`src/rtl/expr_pkg.sv`:
```
// Shared constants and state types for the expression arbiter and its checker.
package expr_pkg;

  localparam logic [7:0] CH_0     = 8'h30;
  localparam logic [7:0] CH_9     = 8'h39;
  localparam logic [7:0] CH_ADD   = 8'h2B;
  localparam logic [7:0] CH_MUL   = 8'h2A;
  localparam logic [7:0] CH_DELIM = 8'h3B;

  typedef enum logic [1:0] {IDLE, RUN, REPORT} top_state_e;
  typedef enum logic [1:0] {EXP_DIG, AFT_DIG, ERR} chk_state_e;

  function automatic logic is_digit(input logic [7:0] c);
    return (c >= CH_0) && (c <= CH_9);
  endfunction

  function automatic logic is_op(input logic [7:0] c);
    return (c == CH_ADD) || (c == CH_MUL);
  endfunction

endpackage

```
`src/rtl/expr_arbiter_if.sv`:
```
// Byte-stream request ports, verdict result port and busy flag of the arbiter.
interface expr_arbiter_if #(
  parameter int unsigned LEN_W = 5
);
  logic             req0_valid;
  logic [7:0]       req0_data;
  logic             req0_ready;
  logic             req1_valid;
  logic [7:0]       req1_data;
  logic             req1_ready;
  logic             res_valid;
  logic             res_ok;
  logic             res_src;
  logic [LEN_W-1:0] res_len;
  logic             res_ready;
  logic             busy;

  // Master drives the byte streams and consumes verdicts.
  modport master (
    output req0_valid, req0_data, req1_valid, req1_data, res_ready,
    input  req0_ready, req1_ready, res_valid, res_ok, res_src, res_len, busy
  );

  // Slave is the arbiter itself.
  modport slave (
    input  req0_valid, req0_data, req1_valid, req1_data, res_ready,
    output req0_ready, req1_ready, res_valid, res_ok, res_src, res_len, busy
  );
endinterface

```
`src/rtl/expr_check.sv`:
```
// Grammar checker for digit ((+|*) digit)*, advanced one byte per step.
module expr_check
  import expr_pkg::*;
(
  input  logic       clk,
  input  logic       clr_n,
  input  logic       clear,
  input  logic       step,
  input  logic [7:0] ch,
  output logic       ok
);

  chk_state_e state_q, state_d;

  // Checker state register.
  always_ff @(posedge clk or negedge clr_n) begin
    if (!clr_n) state_q <= EXP_DIG;
    else        state_q <= state_d;
  end

  // Next-state: clear wins over step; ERR is absorbing.
  always_comb begin
    state_d = state_q;
    if (clear) begin
      state_d = EXP_DIG;
    end else if (step) begin
      case (state_q)
        EXP_DIG: state_d = is_digit(ch) ? AFT_DIG : ERR;
        AFT_DIG: state_d = is_op(ch) ? EXP_DIG : ERR;
        default: state_d = ERR;
      endcase
    end
  end

  assign ok = (state_q == AFT_DIG);

endmodule

```
`src/rtl/expr_arbiter.sv`:
```
// Round-robin arbiter framing whole expressions from two requesters onto one checker.
module expr_arbiter
  import expr_pkg::*;
#(
  parameter logic [7:0]  DELIM   = CH_DELIM,
  parameter int unsigned MAX_LEN = 16,
  parameter int unsigned LEN_W   = 5
) (
  input logic           clk,
  input logic           clr_n,
  expr_arbiter_if.slave bus
);

  top_state_e       state_q, state_d;
  logic             grant_q, grant_d;
  logic             last_grant_q, last_grant_d;
  logic [LEN_W-1:0] len_q, len_d;
  logic             ovf_q, ovf_d;
  logic             res_ok_q, res_ok_d;
  logic             res_src_q, res_src_d;
  logic [LEN_W-1:0] res_len_q, res_len_d;

  logic             ready0, ready1;
  logic             chk_clear, chk_step, chk_ok;
  logic             sel_valid;
  logic [7:0]       sel_data;

  assign sel_valid = grant_q ? bus.req1_valid : bus.req0_valid;
  assign sel_data  = grant_q ? bus.req1_data  : bus.req0_data;

  expr_check u_check (
    .clk   (clk),
    .clr_n (clr_n),
    .clear (chk_clear),
    .step  (chk_step),
    .ch    (sel_data),
    .ok    (chk_ok)
  );

  // State, grant, length counter and result registers.
  always_ff @(posedge clk or negedge clr_n) begin
    if (!clr_n) begin
      state_q      <= IDLE;
      grant_q      <= 1'b0;
      last_grant_q <= 1'b1;
      len_q        <= '0;
      ovf_q        <= 1'b0;
      res_ok_q     <= 1'b0;
      res_src_q    <= 1'b0;
      res_len_q    <= '0;
    end else begin
      state_q      <= state_d;
      grant_q      <= grant_d;
      last_grant_q <= last_grant_d;
      len_q        <= len_d;
      ovf_q        <= ovf_d;
      res_ok_q     <= res_ok_d;
      res_src_q    <= res_src_d;
      res_len_q    <= res_len_d;
    end
  end

  // Framing FSM: grant in IDLE, stream bytes in RUN, hold the verdict in REPORT.
  always_comb begin
    state_d      = state_q;
    grant_d      = grant_q;
    last_grant_d = last_grant_q;
    len_d        = len_q;
    ovf_d        = ovf_q;
    res_ok_d     = res_ok_q;
    res_src_d    = res_src_q;
    res_len_d    = res_len_q;
    ready0       = 1'b0;
    ready1       = 1'b0;
    chk_clear    = 1'b0;
    chk_step     = 1'b0;
    case (state_q)
      IDLE: begin
        if (bus.req0_valid && bus.req1_valid) begin
          grant_d = ~last_grant_q;
          state_d = RUN;
        end else if (bus.req0_valid) begin
          grant_d = 1'b0;
          state_d = RUN;
        end else if (bus.req1_valid) begin
          grant_d = 1'b1;
          state_d = RUN;
        end
      end
      RUN: begin
        ready0 = ~grant_q;
        ready1 = grant_q;
        if (sel_valid) begin
          if (sel_data == DELIM) begin
            res_ok_d  = chk_ok && !ovf_q;
            res_len_d = len_q;
            res_src_d = grant_q;
            state_d   = REPORT;
          end else begin
            chk_step = 1'b1;
            if (len_q < LEN_W'(MAX_LEN)) len_d = len_q + LEN_W'(1);
            else                          ovf_d = 1'b1;
          end
        end
      end
      REPORT: begin
        if (bus.res_ready) begin
          chk_clear    = 1'b1;
          len_d        = '0;
          ovf_d        = 1'b0;
          last_grant_d = res_src_q;
          state_d      = IDLE;
        end
      end
      default: state_d = IDLE;
    endcase
  end

  assign bus.req0_ready = ready0;
  assign bus.req1_ready = ready1;
  assign bus.res_valid  = (state_q == REPORT);
  assign bus.res_ok     = res_ok_q;
  assign bus.res_src    = res_src_q;
  assign bus.res_len    = res_len_q;
  assign bus.busy       = (state_q != IDLE);

endmodule

```
`src/flat_wrapper.sv`:
```
// flat-port wrapper written by rule: the top's interface ports become plain ports
module expr_arbiter_flat import expr_pkg::*;
#(
  parameter logic [7:0]  DELIM   = CH_DELIM,
  parameter int unsigned MAX_LEN = 16,
  parameter int unsigned LEN_W   = 5
)
  (clk, clr_n, bus_req0_valid, bus_req0_data, bus_req1_valid, bus_req1_data, bus_res_ready, bus_req0_ready, bus_req1_ready, bus_res_valid, bus_res_ok, bus_res_src, bus_res_len, bus_busy);
  expr_arbiter_if #(.LEN_W(LEN_W)) bus_i ();
  input logic clk;
  input logic clr_n;
  input wire logic [$bits(bus_i.req0_valid)-1:0] bus_req0_valid;
  input wire logic [$bits(bus_i.req0_data)-1:0] bus_req0_data;
  input wire logic [$bits(bus_i.req1_valid)-1:0] bus_req1_valid;
  input wire logic [$bits(bus_i.req1_data)-1:0] bus_req1_data;
  input wire logic [$bits(bus_i.res_ready)-1:0] bus_res_ready;
  output wire logic [$bits(bus_i.req0_ready)-1:0] bus_req0_ready;
  output wire logic [$bits(bus_i.req1_ready)-1:0] bus_req1_ready;
  output wire logic [$bits(bus_i.res_valid)-1:0] bus_res_valid;
  output wire logic [$bits(bus_i.res_ok)-1:0] bus_res_ok;
  output wire logic [$bits(bus_i.res_src)-1:0] bus_res_src;
  output wire logic [$bits(bus_i.res_len)-1:0] bus_res_len;
  output wire logic [$bits(bus_i.busy)-1:0] bus_busy;
  assign bus_i.req0_valid = bus_req0_valid;
  assign bus_i.req0_data = bus_req0_data;
  assign bus_i.req1_valid = bus_req1_valid;
  assign bus_i.req1_data = bus_req1_data;
  assign bus_i.res_ready = bus_res_ready;
  assign bus_req0_ready = bus_i.req0_ready;
  assign bus_req1_ready = bus_i.req1_ready;
  assign bus_res_valid = bus_i.res_valid;
  assign bus_res_ok = bus_i.res_ok;
  assign bus_res_src = bus_i.res_src;
  assign bus_res_len = bus_i.res_len;
  assign bus_busy = bus_i.busy;
  expr_arbiter #(.DELIM(DELIM), .MAX_LEN(MAX_LEN), .LEN_W(LEN_W)) u_core (.clk(clk), .clr_n(clr_n), .bus(bus_i));
endmodule
```
`config.mk`:
```
export PLATFORM = sky130hd
export DESIGN_NAME = expr_arbiter_flat
export DESIGN_NICKNAME = d
export VERILOG_FILES = /design/src/rtl/expr_pkg.sv /design/src/rtl/expr_arbiter_if.sv /design/src/rtl/expr_check.sv /design/src/rtl/expr_arbiter.sv /design/src/flat_wrapper.sv
export SDC_FILE = /design/constraint.sdc
export NUM_CORES = 1
export LEC_CHECK = 0
export ABC_AREA = 0
export CAP_MARGIN = 25
export CORE_UTILIZATION = 45
export CTS_CLUSTER_DIAMETER = 80
export DETAILED_ROUTE_END_ITERATION = 10
export PLACE_DENSITY = 0.76
export SKIP_LAST_GASP = 1
export SLEW_MARGIN = 5
export SYNTH_ARGS = -nofsm -noshare
export SYNTH_HDL_FRONTEND = slang
export SYNTH_HIERARCHICAL = 1
export SYNTH_SLANG_ARGS = --single-unit
```
`constraint.sdc`:
```
create_clock -name clk -period 2.3 [get_ports clk]
set_input_delay 0.46 -clock clk [delete_from_list [all_inputs] [get_ports clk]]
set_output_delay 0.46 -clock clk [all_outputs]
set_load 0.005 [all_outputs]
```
==> run_results.csv <==
group,metric,value,unit
outcome,run_status,"finished clean",
route,first_pass_iters,5,
floorplanning,floorplan.die_area,2720,um2
timing,hold_violations,0,
worst_setup_path,crit-reg2reg-launch,"u_core/grant_q",
grt,track_usage,0.234,
worst_setup_path,worst_setup_path_start_kind,"flip-flop",
grt,grt_max_degree,20,
flow_run,maxCapViolCount,0,
grt,vias_in_the_first_global_route,1003,
timing,hold_slack,0.491,ns
place,detailed_place_hpwl,2100,um
cts,worst_setup_hold_path_clk_slew,0.10,ns
floorplanning,floorplan.core_area,2300,um2
min_path,worstHoldStart,"u_core/bus.res_len[4]",
cts,holdBufCountCts,0,
timing,post-route-period-util,0.926,
floorplanning,die_extent_in_x,52.2,um
synth,synthesized_nets,140,
route,wl,2680,um
cts,clock_sink_count,19,
floorplanning,core.rowCount,17,
cts,clock-root-buffer,"sky130_fd_sc_hd__clkbuf_4",
route,route.detailed.drc,0,
grt,antenna_found_initial,0,
route,route.vias.total,1017,
place,port-buffer-count,31,
cts,cts_buffer_depth,2,
layout,finish.net_count,181,
timing,timing.clock.skew,0.00340,ns
timing,timing.final.crit_period,2.13,ns
worst_setup_path,criticalPathCategory,"reg -> out",
floorplanning,floorplan.initialDensity,0.493,
cts,cts_inserted_buffers,3,
timing,timing.max_slew.rel_slack,0.720,
synth,ys_warn_count,6,
cts,h-tree-depth,1,
worst_setup_path,worstPathArrival,1.67,ns
route,met3WireLength,95,um
min_path,hp-class,"reg -> reg",
floorplanning,i_o_pin_cnt,32,
timing,max_freq,470,MHz
route,wl_per_cell,14.4,um
synth,postSynthAreaPerCell,9.61,um2
synth,syn-cell-area,1130,um2
timing,final_max_slew_viol_count,0,
layout,post_route_cells_drive_above_1_share,0.184,
timing,grt_setup_unrepaired,"false",
worst_setup_path,setup.worst_path.start,"u_core/state_q[0]",
power_and_ir_drop,design_power_total,0.963,mW
grt,grt_first_pass_wirelength,4590,um
worst_setup_path,critical_path_peak_fanout,6,
power_and_ir_drop,power-per-cell-area,617,nW/um2
route,dr_vias_cell,5.47,
grt,overflow,0,
cts,tritoncts_clock_tree,"built",
worst_setup_path,setup.worst_path.end_class,"primary output",
floorplanning,dieHeight,52.2,um
layout,area_delta_synth_final,37.7,%
route,final_antenna_net_count,0,
cts,clock_latency,0.29,ns
route,dr_wl_met2,1270,um
worst_setup_path,crit_required,1.84,ns
place,place.gp.congestion,0.770,
timing,report.final.setup_viol,0,
layout,antenna-diode-count,0,
synth,syn_inst,118,
route,top_signal_layer_used,"met4",
power_and_ir_drop,power.leakage,0.668,nW
route,drt-met1-wl,1270,um
route,detail_route.iter0.violations,15,
timing,worst_pin_slew,0.410,ns
power_and_ir_drop,ir_drop,0.000717,V
-- flip-flops by register name, indices dropped and copies added, names as in the netlist --
name,flops
u_core/bus.res_src,1
u_core/last_grant_q,1
u_core/bus.res_len,5
u_core/len_q,5
u_core/bus.res_ok,1
u_core/grant_q,1
u_core/u_check/state_q,2
u_core/state_q,2
u_core/ovf_q,1
-- routing by layer --
metal	GRT usage	vias to the layer above
li1	-	511
met1	0.295	476
met2	0.391	24
met3	0.0551	6
met4	0.0833	0
met5	0	-
-- cell type report --
type,instances,area (um2)
Fill cell,195,736
Multi-Input combinational cell,88,612
Sequential cell,19,477
Timing Repair Buffer,42,393
Tap cell,28,35.0
Clock buffer,4,26.3
Inverter,5,18.8
-- critical path, cell delays in order (launching register included) --
cell                              delay [ns]
sky130_fd_sc_hd__dfrtp_1                0.43
sky130_fd_sc_hd__nor2b_2                0.28
sky130_fd_sc_hd__and2_1                 0.16
sky130_fd_sc_hd__clkdlybuf4s50_1        0.50
-- timing repair --
action | CTS | global route
setup endpoints to repair | 0 | 2
gates resized for setup | 0 | 1
buffers inserted | 0 | 0
-- through the flow --
step	std cells	TNS [ns]	setup slack, ns	cell area, um2	utilization
floorplan	118	0	0.325	1130	-
CTS	186	0	0.0603	1560	0.679
global route	186	0	0.0809	1560	0.680
global placement	182	-0.421	-0.0761	1530	0.667
finish	186	0	0.170	1560	0.680
detailed placement	182	-0.680	-0.124	1530	0.667
-- where the power goes --
group,switching (mW),internal [mW]
combinational,0.137,0.188
sequential,0.0814,0.394
clock,0.0948,0.0675
-- final timing paths --
check	end	slack (ns)	cells after the start
setup / recovery	bus_req1_ready	0.17	3
hold / removal	u_core/bus.res_len[4]	0.49	1
setup reg to reg	u_core/bus.res_len[1]	0.28	5
hold reg to reg	u_core/bus.res_len[4]	0.49	1
max in group asynchronous	u_core/last_grant_q	1.54	2
min in group asynchronous	u_core/grant_q	0.50	2
-- placed cells by master, fill, tap and decap left out, types with 2 or more instances in the layout --
| master | count |
|---|---|
| sky130_fd_sc_hd__o21ai_0 | 3 |
| sky130_fd_sc_hd__buf_4 | 11 |
| sky130_fd_sc_hd__nor2_1 | 6 |
| sky130_fd_sc_hd__inv_1 | 4 |
| sky130_fd_sc_hd__nand3_1 | 3 |
| sky130_fd_sc_hd__clkbuf_4 | 3 |
| sky130_fd_sc_hd__or3_1 | 2 |
| sky130_fd_sc_hd__mux2_2 | 7 |
| sky130_fd_sc_hd__nand4_1 | 2 |
| sky130_fd_sc_hd__dfrtp_1 | 18 |
| sky130_fd_sc_hd__nand2b_1 | 4 |
| sky130_fd_sc_hd__or4_1 | 2 |
| sky130_fd_sc_hd__nand2_1 | 15 |
| sky130_fd_sc_hd__clkdlybuf4s50_1 | 31 |
| sky130_fd_sc_hd__a21oi_1 | 4 |
| sky130_fd_sc_hd__o21bai_1 | 2 |
| sky130_fd_sc_hd__mux2_1 | 6 |
| sky130_fd_sc_hd__a31oi_1 | 2 |
| sky130_fd_sc_hd__nor3_1 | 2 |
| sky130_fd_sc_hd__o41ai_1 | 2 |
| sky130_fd_sc_hd__o311ai_1 | 2 |
| sky130_fd_sc_hd__nor2b_1 | 3 |
| sky130_fd_sc_hd__and2_1 | 4 |
Power figures use the tool's default switching activity.
